--- src/rtl/cpu_defs.sv ---
// Shared CPU definitions: basic data types, TLB sizing and CP0 register numbers.
package cpu_defs;

    typedef logic [31:0] uint32_t;
    typedef logic [4:0]  reg_addr_t;

    localparam int unsigned TLB_ENTRIES_NUM = 16;

    // CP0 register numbers owned by the timer/random slice
    localparam reg_addr_t RANDOM  = 5'd1;
    localparam reg_addr_t WIRED   = 5'd6;
    localparam reg_addr_t COUNT   = 5'd9;
    localparam reg_addr_t COMPARE = 5'd11;

    // Only select 0 of these registers exists
    function automatic logic is_sel0(input logic [2:0] sel);
        return sel == 3'd0;
    endfunction

endpackage

--- src/rtl/cp0_random_gen.sv ---
// CP0 Random/Wired state: Random counts down from TLB_ENTRIES-1 to Wired,
// then wraps back to the top; a Wired write restarts Random at the top.
module cp0_random_gen
    import cpu_defs::*;
#(
    parameter int unsigned TLB_ENTRIES = TLB_ENTRIES_NUM,
    parameter int unsigned IDX_W       = $clog2(TLB_ENTRIES)
) (
    input  logic             clk,
    input  logic             rst,
    input  logic             wired_we,
    input  logic [IDX_W-1:0] wired_wdata,
    output logic [IDX_W-1:0] random,
    output logic [IDX_W-1:0] wired
);

    localparam logic [IDX_W-1:0] RAND_TOP = IDX_W'(TLB_ENTRIES - 1);

    logic [IDX_W-1:0] random_q, random_d;
    logic [IDX_W-1:0] wired_q,  wired_d;

    // Next Random/Wired: a Wired write overrides the normal decrement/wrap
    always_comb begin
        wired_d  = wired_q;
        random_d = (random_q <= wired_q) ? RAND_TOP : (random_q - IDX_W'(1));
        if (wired_we) begin
            wired_d  = wired_wdata;
            random_d = RAND_TOP;
        end
    end

    // Random/Wired registers
    always_ff @(posedge clk or posedge rst) begin
        if (rst) begin
            wired_q  <= '0;
            random_q <= RAND_TOP;
        end else begin
            wired_q  <= wired_d;
            random_q <= random_d;
        end
    end

    assign random = random_q;
    assign wired  = wired_q;

endmodule

--- src/rtl/cp0_timer_random.sv ---
// CP0 slice owning Count, Compare, Random and Wired plus their MFC0 read path.
// Optional feature macro: CP0_TIMER_INT_EN builds the Count==Compare
// comparator and the sticky timer interrupt; without it timer_int is 0.
module cp0_timer_random
    import cpu_defs::*;
#(
    parameter int unsigned TLB_ENTRIES = TLB_ENTRIES_NUM,
    parameter int unsigned IDX_W       = $clog2(TLB_ENTRIES)
) (
    input  logic             clk,
    input  logic             rst,
    input  logic             we,
    input  logic [4:0]       waddr,
    input  logic [2:0]       wsel,
    input  logic [31:0]      wdata,
    input  logic [4:0]       raddr,
    input  logic [2:0]       rsel,
    output logic [31:0]      rdata,
    output logic [IDX_W-1:0] tlb_random,
    output logic             timer_int
);

    logic       count_we;
    logic       compare_we;
    logic       wired_we;

    uint32_t    count_q,   count_d;
    logic       phase_q,   phase_d;
    uint32_t    compare_q, compare_d;

    logic [IDX_W-1:0] random_val;
    logic [IDX_W-1:0] wired_val;

    // MTC0 write decode: only select 0 of the owned registers is writable
    always_comb begin
        count_we   = 1'b0;
        compare_we = 1'b0;
        wired_we   = 1'b0;
        if (we && is_sel0(wsel)) begin
            count_we   = (waddr == COUNT);
            compare_we = (waddr == COMPARE);
            wired_we   = (waddr == WIRED);
        end
    end

    // Count advances every other cycle; a write reloads it and restarts the phase
    always_comb begin
        phase_d = ~phase_q;
        count_d = count_q;
        if (phase_q) begin
            count_d = count_q + 32'd1;
        end
        if (count_we) begin
            count_d = wdata;
            phase_d = 1'b0;
        end
    end

    // Compare next value
    always_comb begin
        compare_d = compare_q;
        if (compare_we) begin
            compare_d = wdata;
        end
    end

    // Count, phase and Compare registers
    always_ff @(posedge clk or posedge rst) begin
        if (rst) begin
            count_q   <= '0;
            phase_q   <= 1'b0;
            compare_q <= '0;
        end else begin
            count_q   <= count_d;
            phase_q   <= phase_d;
            compare_q <= compare_d;
        end
    end

`ifdef CP0_TIMER_INT_EN
    logic timer_q, timer_d;

    // Sticky interrupt: set by a registered Count/Compare match, cleared by a
    // Compare write, with the write taking priority in the same cycle
    always_comb begin
        timer_d = timer_q;
        if (compare_we) begin
            timer_d = 1'b0;
        end else if (count_q == compare_q) begin
            timer_d = 1'b1;
        end
    end

    // Timer interrupt flop
    always_ff @(posedge clk or posedge rst) begin
        if (rst) begin
            timer_q <= 1'b0;
        end else begin
            timer_q <= timer_d;
        end
    end

    assign timer_int = timer_q;
`else
    assign timer_int = 1'b0;
`endif

    cp0_random_gen #(
        .TLB_ENTRIES (TLB_ENTRIES),
        .IDX_W       (IDX_W)
    ) u_random_gen (
        .clk         (clk),
        .rst         (rst),
        .wired_we    (wired_we),
        .wired_wdata (wdata[IDX_W-1:0]),
        .random      (random_val),
        .wired       (wired_val)
    );

    assign tlb_random = random_val;

    // MFC0 read mux from current state; no write bypass
    always_comb begin
        rdata = '0;
        if (is_sel0(rsel)) begin
            case (raddr)
                COUNT:   rdata = count_q;
                COMPARE: rdata = compare_q;
                RANDOM:  rdata[IDX_W-1:0] = random_val;
                WIRED:   rdata[IDX_W-1:0] = wired_val;
                default: rdata = '0;
            endcase
        end
    end

endmodule

--- config.mk ---
export PLATFORM = sky130hd
export DESIGN_NAME = cp0_timer_random
export DESIGN_NICKNAME = d
export VERILOG_FILES = /design/src/rtl/cpu_defs.sv /design/src/rtl/cp0_random_gen.sv /design/src/rtl/cp0_timer_random.sv
export SDC_FILE = /design/constraint.sdc
export NUM_CORES = 1
export LEC_CHECK = 0
export BUFFER_PORTS_ARGS = -buffer_cell sky130_fd_sc_hd__buf_2
export CAP_MARGIN = 25
export CORE_MARGIN = 4
export CORE_UTILIZATION = 59
export DETAILED_ROUTE_END_ITERATION = 16
export GPL_ROUTABILITY_DRIVEN = 0
export MAX_ROUTING_LAYER = met4
export PLACE_DENSITY = 0.84
export SYNTH_ARGS = -nofsm -noshare
export SYNTH_HDL_FRONTEND = slang
export SYNTH_SLANG_ARGS = --single-unit
--- constraint.sdc ---
create_clock -name clk -period 5.7 [get_ports clk]
set_clock_uncertainty 0.1 [all_clocks]
set_input_delay 0.855 -clock clk [delete_from_list [all_inputs] [get_ports clk]]
set_output_delay 0.855 -clock clk [all_outputs]
set_load 0.01 [all_outputs]
Yosys cells after proc, flatten, opt, wreduce, memory -nomap -nowiden --
Index checks and enable logic that the tools add are counted.
Word-level totals: output and inout port bits 37, logic and storage cells 31, register bits 73, input port bits 51
Cells by class: multiplexer cells 11, equality and inequality tests 7, bitwise gates (word level) 1, $add $sub $neg 2, $lt $le $gt $ge 1, reduce and logical (&&, ||, !) cells 4
Operators by type and width (number):
- 32-bit 2-to-1 mux | 3
- 28-bit one-hot mux with 2 select lines | 1
- 32-bit by 1-bit adder with 32-bit output (second input constant) | 1
- 5-bit by 4-bit == test with 1-bit output (second input constant) | 4
- 4-bit one-hot mux with 4 select lines | 1
- 5-bit by 3-bit == test with 1-bit output (second input constant) | 2
- 4-bit 2-to-1 mux | 2
- 3-bit zero test | 2
- 5-bit by 1-bit == test with 1-bit output (second input constant) | 1
- 4-bit <= comparator | 1
- 1-bit 2-to-1 mux | 4
- 4-bit by 1-bit subtractor with 4-bit output (second input constant) | 1
- 2-bit nonzero test | 1
- 1-bit logical AND | 1
- 1-bit NOT | 1

Longest topological paths before layout --
Gate-level depths: netlist of the first run.
depth in word-level cells 4, mapped depth 7, mapped depth without buffers 7

Modules after synthesis --
From an unflattened synthesis of the first run, not the netlist that was laid out.
Unflattened totals: cells, all modules 400, area, all modules 4013.8 µm²
By module, submodules not included:
- cp0_timer_random | sequential area each 1626.6 µm², cells each 363, instances 1, area an instance 3585.9 µm²
- cp0_random_gen | sequential area each 205.2 µm², cells each 37, instances 1, area an instance 427.9 µm²

Least setup slack after synthesis of the first run --
No wires, ideal clock.
path kind input -> output, start in raddr[2], end out rdata[2], path slack 2.772 ns, required time 4.745 ns, cell stages on the path 6, path buffers 2, data arrival time 1.973 ns, cells stage by stage nor2_1 and4b_1 clkbuf_1 clkbuf_1 a22oi_1 a21oi_1
Between the ends: word-level cells in the longest chain between the ends 3, elaborated cells between the ends (all ways) 6, classes of those cells eq/ne (4); mux (2)
RTL lines:
- start, declared | RTL line cp0_timer_random.sv:16 | input logic [4:0] raddr,
- 5-bit by 3-bit == test with 1-bit output (tied with other cells) | RTL line cp0_timer_random.sv:126 | case (raddr)
- 4-bit one-hot mux with 4 select lines (*) | RTL line cp0_timer_random.sv:126
- 32-bit 2-to-1 mux (*) | RTL line cp0_timer_random.sv:125 | if (is_sel0(rsel)) begin
- end, declared | RTL line cp0_timer_random.sv:18 | output logic [31:0] rdata,
Mark *: on every way between the ends. The rest lies on a longest branch, timed or not.

Final worst setup path of the first run --
start in raddr[2], end out rdata[3]
Same word-level chain as after synthesis.

==> summary.txt, run 1 <==
Route
  – DR WL met3: 533 um
  – DR top layer: met4
  – Metal2 WL: 4760 um
  – First-pass detailed-route iteration total: 5
  – Initial DRC Count: 180
  – Wire per inst: 16.9 um
  – Routed Antenna Nets: 0
  – Metal-1 WL: 4210 um
  – Via count: 3,399
  – Drc violations: 0
  – Aggregate routed wire length: 9690 um
  – Post-DR vias/cell: 5.94

STA
  – Fin Setup TNS: 0 ns
  – Rel. slew slack: 37.7%
  – RSZ-0062 raised after global routing: false
  – Final worst path period share: 60.7%
  – Hold Fails Final Rpt: 0
  – Tmin final: 3.46 ns
  – WHS: 0.381 ns
  – Setup violations, final: 0
  – Worst-Margin Slew: 0.926 ns
  – Fmax: 289 MHz
  – Max Slew Vio Count: 0

Final layout
  – Inserted Diodes: 0
  – Area Overhead vs Synth: 16.2%
  – Fin nets: 544
  – Final instance area: 4770 um2
  – # fillers: 509
  – Final cell count without fillers: 572
  – Layout cell share with drive strength beyond 1: 33.1%

Critical path
  – Reg2reg end: count_q[23]
  – Reg2reg setup slack: 3.38 ns
  – Reg2Reg Depth: 5
  – CP endpoint kind: output port
  – Crit path from: raddr[2]
  – Arrival @ worst endpoint: 2.51 ns
  – Path type of the worst setup path: input pin to output port
  – CP required: 4.74 ns
  – Crit path max fanout: 17
  – RR Startpoint: count_q[2]
  – CP startpoint kind: input pin

Die
  – Die width: 91.4 um
  – Initial core utilization: 60.7%
  – Core area: 6760 um2
  – Io pins: 88
  – Die area: 8350 um2
  – Rows: 30
  – Die Ht: 91.4 um

Logic synthesis
  – Ys Warns: 0
  – Yosys reg bits: 73
  – Top cell type's share of synthesized area: 42.1%
  – Synth cell count leaders: 69 x dfrtp_1, 39 x nor2_1, 36 x a22oi_1, 34 x nand2_1, 22 x mux2_2
  – Async SR Flop Fraction: 100%
  – Top-count cell post-synth: dfrtp_1
  – Post-synth top flop: dfrtp_1
  – Mapped Cells: 408
  – Top post-synthesis cells by area: dfrtp_1 42%, a22oi_1 6.6%, mux2_2 6.0%
  – Synthesized area: 4100 um2
  – Synth area leader: dfrtp_1
  – Post-synth net total: 465
  – Synth unique cells: 44
  – Part of the Yosys area used for sequential elements: 44.7%
  – Syn avg cell area: 10.0 um2
  – Post-synth EDFFs: 0

Clock tree
  – Number of CTS-inserted buffers: 9
  – Insertion delay to the later sink of the worst-skew pair: 0.34 ns
  – Clk sinks: 73
  – Clock slew at reported path FFs: 0.07 ns
  – Clk root buf: clkbuf_8
  – Clock Path Buffers: 2
  – Postcts setup bufs: 0
  – H-tree Lvls: 3
  – Post-CTS sizing: 0
  – Hold-fix buffers at CTS: 0
  – CTS tree: done

Global route
  – GRT Total Usage: 25.7%
  – Initial antenna violation count: 0
  – First-pass GRT wire length: 16,600 um
  – Largest net degree at the start of global routing: 74
  – Vias in the first global route: 3,393
  – GRT overflow: 0

Run status
  – Status: completed

Power and ir drop
  – Total Power: 1.28 mW
  – Power per cell area: 268 nW/um2
  – LEAKAGE: 2.14 nW
  – Max VDD drop: 211 uV

Placed design
  – Total placed cells including tap cells: 556
  – Post-DP HPWL: 6880 um
  – Area after DPL: 4570 um2
  – Port bufs: 86

Worst hold path
  – Hold EP: u_random_gen.random[0]
  – Worst hold path startpoint: u_random_gen.random[0]
  – Hold WC Path Type: register to register
  – Hold depth: 1

Job
  – Max-cap violations: 0
==> cells by family after synthesis <==
| kind of cell | share of synthesized area [%] |
|---|---|
| AND/OR/NAND/NOR | 19.6 |
| AO/OA/AOI/OAI | 13.1 |
| flip-flops | 44.7 |
| multiplexers | 9.58 |
| XOR/XNOR | 7.05 |
| buffers and inverters | 4.09 |
| adder cells (fa/ha/maj) | 1.83 |
| other | 0.0915 |
==> where the power goes <==
| part | internal, mW | switching, mW | total, mW |
|---|---|---|---|
| Sequential | 0.587 | 0.0841 | 0.671 |
| Clock | 0.213 | 0.196 | 0.409 |
| Combinational | 0.0947 | 0.104 | 0.199 |
| Total | 0.895 | 0.384 | 1.28 |
==> placed cells by master, fill, tap and decap left out, types with 4 or more instances in the layout <==
cell      count
xnor2_1      12
nand2_2      11
o21ai_2      10
mux2_2       22
a22oi_1      36
mux2_1       12
dfstp_2       4
xor2_1       21
o21ai_1       5
nand4_1      17
dfrtp_1      69
nand3_1      12
ha_1          6
and3_1        8
a21oi_1       9
nand2_1      34
o21ai_0      18
buf_2        86
clkbuf_8     10
inv_1         8
nor2_1       39
==> worst max-delay path by stage <==
| stage | end | slack, ns |
|---|---|---|
| floorplan | rdata[2] | 2.77 |
| global placement | rdata[22] | 2.00 |
| detailed placement | rdata[3] | 2.29 |
| CTS | rdata[3] | 2.28 |
| global route | rdata[0] | 2.07 |
| finish | rdata[3] | 2.24 |
==> final cells by class <==
| class | count | area, um2 | share of cell area (%) |
|---|---|---|---|
| Timing Repair Buffer | 91 | 503 | 10.6 |
| Tap cell | 80 | 100 | 2.10 |
| Clock inverter | 5 | 55.1 | 1.16 |
| Multi-Input combinational cell | 303 | 2100 | 44.1 |
| Clock buffer | 11 | 141 | 2.97 |
| Sequential cell | 73 | 1830 | 38.4 |
| Inverter | 9 | 33.8 | 0.709 |
==> through the flow <==
step / utilization (%) / setup slack [ns]
global placement: 66.8 / 2.00
global route: 70.5 / 2.07
detailed placement: 67.6 / 2.29
CTS: 70.5 / 2.28
floorplan: - / 2.77
finish: 70.5 / 2.24
==> registers in the layout (all words and copies together) (netlist names) <==
name / count
u_random_gen.wired: 4
phase_q: 1
u_random_gen.random: 4
compare_q: 32
count_q: 32
==> critical path, stage by stage <==
cell and delay (ns):
buf_2 0.12, nor2_1 0.16, and4b_1 0.68, buf_8 0.25, a22oi_1 0.12, a21oi_1 0.18
buf_2 0.14
==> metal layers <==
metal	track usage, %	vias up
li1	-	1618
met1	32.6	1636
met2	41.1	125
met3	5.05	20
met4	9.17	0
met5	-	-
(Power assumes the default switching activity.)
==> run 2, diff against run 1 <==
- CORE_UTILIZATION: 59 -> 50
- PLACE_DENSITY: 0.84 -> 0.76
- clock period: 5.7 -> 3 ns (I/O delays scaled with it)
==> run 2 against run 1 <==
Net effect:
- utilization decreased by 9.1 points
- count of clock-buffer cells in the layout decreased by 1
- non-clock buffer count increased by 5
- first-iteration DRC count decreased by 17%
- cell count increased by 4.5%
- hold slack got worse by 0.30 ns
- via count decreased by 2.2%
- clock power increased by 100%
- critical path depth unchanged
- register-to-register slack got worse by 2.5 ns
- sequential share of layout area decreased by 0.44 points
- global-route usage decreased by 5.0 points
- highest routed layer unchanged
==> summary.txt, run 2 (synthesis results as in run 1) <==
Final layout
  – Most common cell after layout, fill and taps aside: buf_2
  – Layout cell share with drive strength beyond 1: 33.7%
  – Area Overhead vs Synth: 17.6%
  – Top flop regs: compare_q: 32 flops, count_q: 32 flops
  – Post-Route Utilization: 61.4%
  – Inserted Diodes: 0
  – Final cell count without fillers: 598
  – # fillers: 704
  – FF+latch area: 1830 um2
  – Fin nets: 549
  – Final instance area: 4820 um2
  – Most frequent cells in the layout: 86 x buf_2, 69 x dfrtp_1, 39 x nor2_1
  – Multi-input gate area: 2100 um2

Die
  – Die width: 98.6 um
  – Rows: 32
  – Initial core utilization: 52.2%
  – Die area: 9710 um2
  – Core area: 7850 um2
  – Io pins: 88
  – Die Ht: 98.6 um

Route
  – Initial DRC Count: 149
  – Post-DR vias/cell: 5.56
  – Aggregate routed wire length: 9520 um
  – Wire per inst: 15.9 um
  – Drc violations: 0
  – Routed Antenna Nets: 0
  – Via count: 3,324
  – First-pass detailed-route iteration total: 5

STA
  – Setup ws final: 0.683 ns
  – Fin Setup TNS: 0 ns
  – Fmax: 432 MHz
  – Hold Fails Final Rpt: 0
  – RSZ-0062 raised after global routing: false
  – Final worst path period share: 77.2%
  – Rel. slew slack: 57.1%
  – Tmin final: 2.32 ns
  – Worst-Margin Slew: 0.643 ns
  – Max Slew Vio Count: 0
  – Setup violations, final: 0
  – WHS: 0.0769 ns

Power and ir drop
  – Part of the power in combinational logic: 15.0%
  – LEAKAGE: 2.16 nW
  – Max VDD drop: 297 uV
  – Clock power share: 33.5%
  – Sw frac: 28.8%
  – Power per cell area: 512 nW/um2
  – Total Power: 2.47 mW
  – Sw Pwr: 0.710 mW
  – Seq pwr share: 51.5%
  – Internal Pwr Total: 1.76 mW

Critical path
  – Worst path cell trace: buf_2 -> nor2_1 -> and4b_1 -> buf_4 -> a22oi_1 -> a21oi_1 -> buf_2
  – Path type of the worst setup path: input pin to output port
  – Crit path max fanout: 32
  – Arrival @ worst endpoint: 1.77 ns
  – CP Buf/Inv Count: 3
  – CP endpoint kind: output port
  – Largest delay share family, worst path: buffers and inverters
  – CP peak stage delay: 0.33 ns
  – RR Startpoint: phase_q
  – CP required: 2.45 ns
  – Most used cell, CP: buf_2
  – Reg2reg setup slack: 0.88 ns
  – Reg2Reg Depth: 5
  – CP startpoint kind: input pin
  – CP max stage cell: buf_4
  – Reg2reg end: count_q[29]
  – Crit path from: raddr[2]

Global route
  – GRT overflow: 0
  – Vias in the first global route: 3,377
  – Largest net degree at the start of global routing: 47
  – First-pass GRT wire length: 15,900 um
  – Initial antenna violation count: 0
  – GRT Total Usage: 20.7%

Placed design
  – Total placed cells including tap cells: 583
  – Post-DP HPWL: 6780 um
  – Worst slack, placed: 0.554 ns
  – Area after DPL: 4610 um2
  – Port bufs: 86

Clock tree
  – H-tree Lvls: 3
  – Number of CTS-inserted buffers: 9
  – Clk root buf: clkbuf_8
  – Post-CTS sizing: 0
  – Hold-fix buffers at CTS: 0
  – Clock Path Buffers: 2
  – CTS tree: done
  – Clk sinks: 73
  – Insertion delay to the later sink of the worst-skew pair: 0.35 ns
  – Clock slew at reported path FFs: 0.08 ns
  – Postcts setup bufs: 0

Job
  – Max-cap violations: 0

Worst hold path
  – Hold WC Path Type: input pin to asynchronous set/reset pin

Run status
  – Status: completed
run 2: changes by cell type in the layout (fill, tap and decap cells not counted):
cell and delta:
clkinvlp_4 -1, bufinv_16 +1, buf_12 +1, clkbuf_8 -1, clkinv_4 +1, buf_8 -2
buf_16 -1, buf_4 +7, clkinv_2 -1
run 2: layout make-up:
type,instances,area share (%)
multi-input cells,303,43.6
flip-flops and latches,73,38.0
repair buffers,96,10.7
clock buffers,10,2.65
well taps,102,2.65
clock inverters,5,1.69
inverters,9,0.701
run 2: how the worst max path moves through the flow:
stage | end | depth (start not counted)
after CTS | rdata[1] | 7
after global placement | count_q[19] | 6
after global routing | rdata[1] | 7
after floorplan | compare_q[0] | 1
final | rdata[1] | 7
after detailed placement | count_q[18] | 6
run 2: worst reg2reg max path, stage by stage, from the launching register on:
cell and delay, ns:
dfrtp_1 0.59, nand3_1 0.21, nor4_2 0.60, nand3_1 0.18
xor2_1 0.17, o21ai_0 0.17
run 2: power by group through the flow:
stage	logic, mW	registers [mW]	clock network (mW)
2_1_floorplan	0.251	1.25	0
3_3_place_gp	0.359	1.28	0
3_5_place_dp	0.375	1.28	0
4_1_cts	0.376	1.27	0.842
5_1_grt	0.421	1.29	0.880
6_report	0.370	1.27	0.828
run 2: routing by layer:
metal | track usage, % | vias up | wire length (um)
met5 | - | - | 0
met4 | 6.20 | 0 | 155
met3 | 3.96 | 13 | 534
met2 | 32.0 | 100 | 4460
met1 | 27.8 | 1584 | 4370
li1 | - | 1627 | -
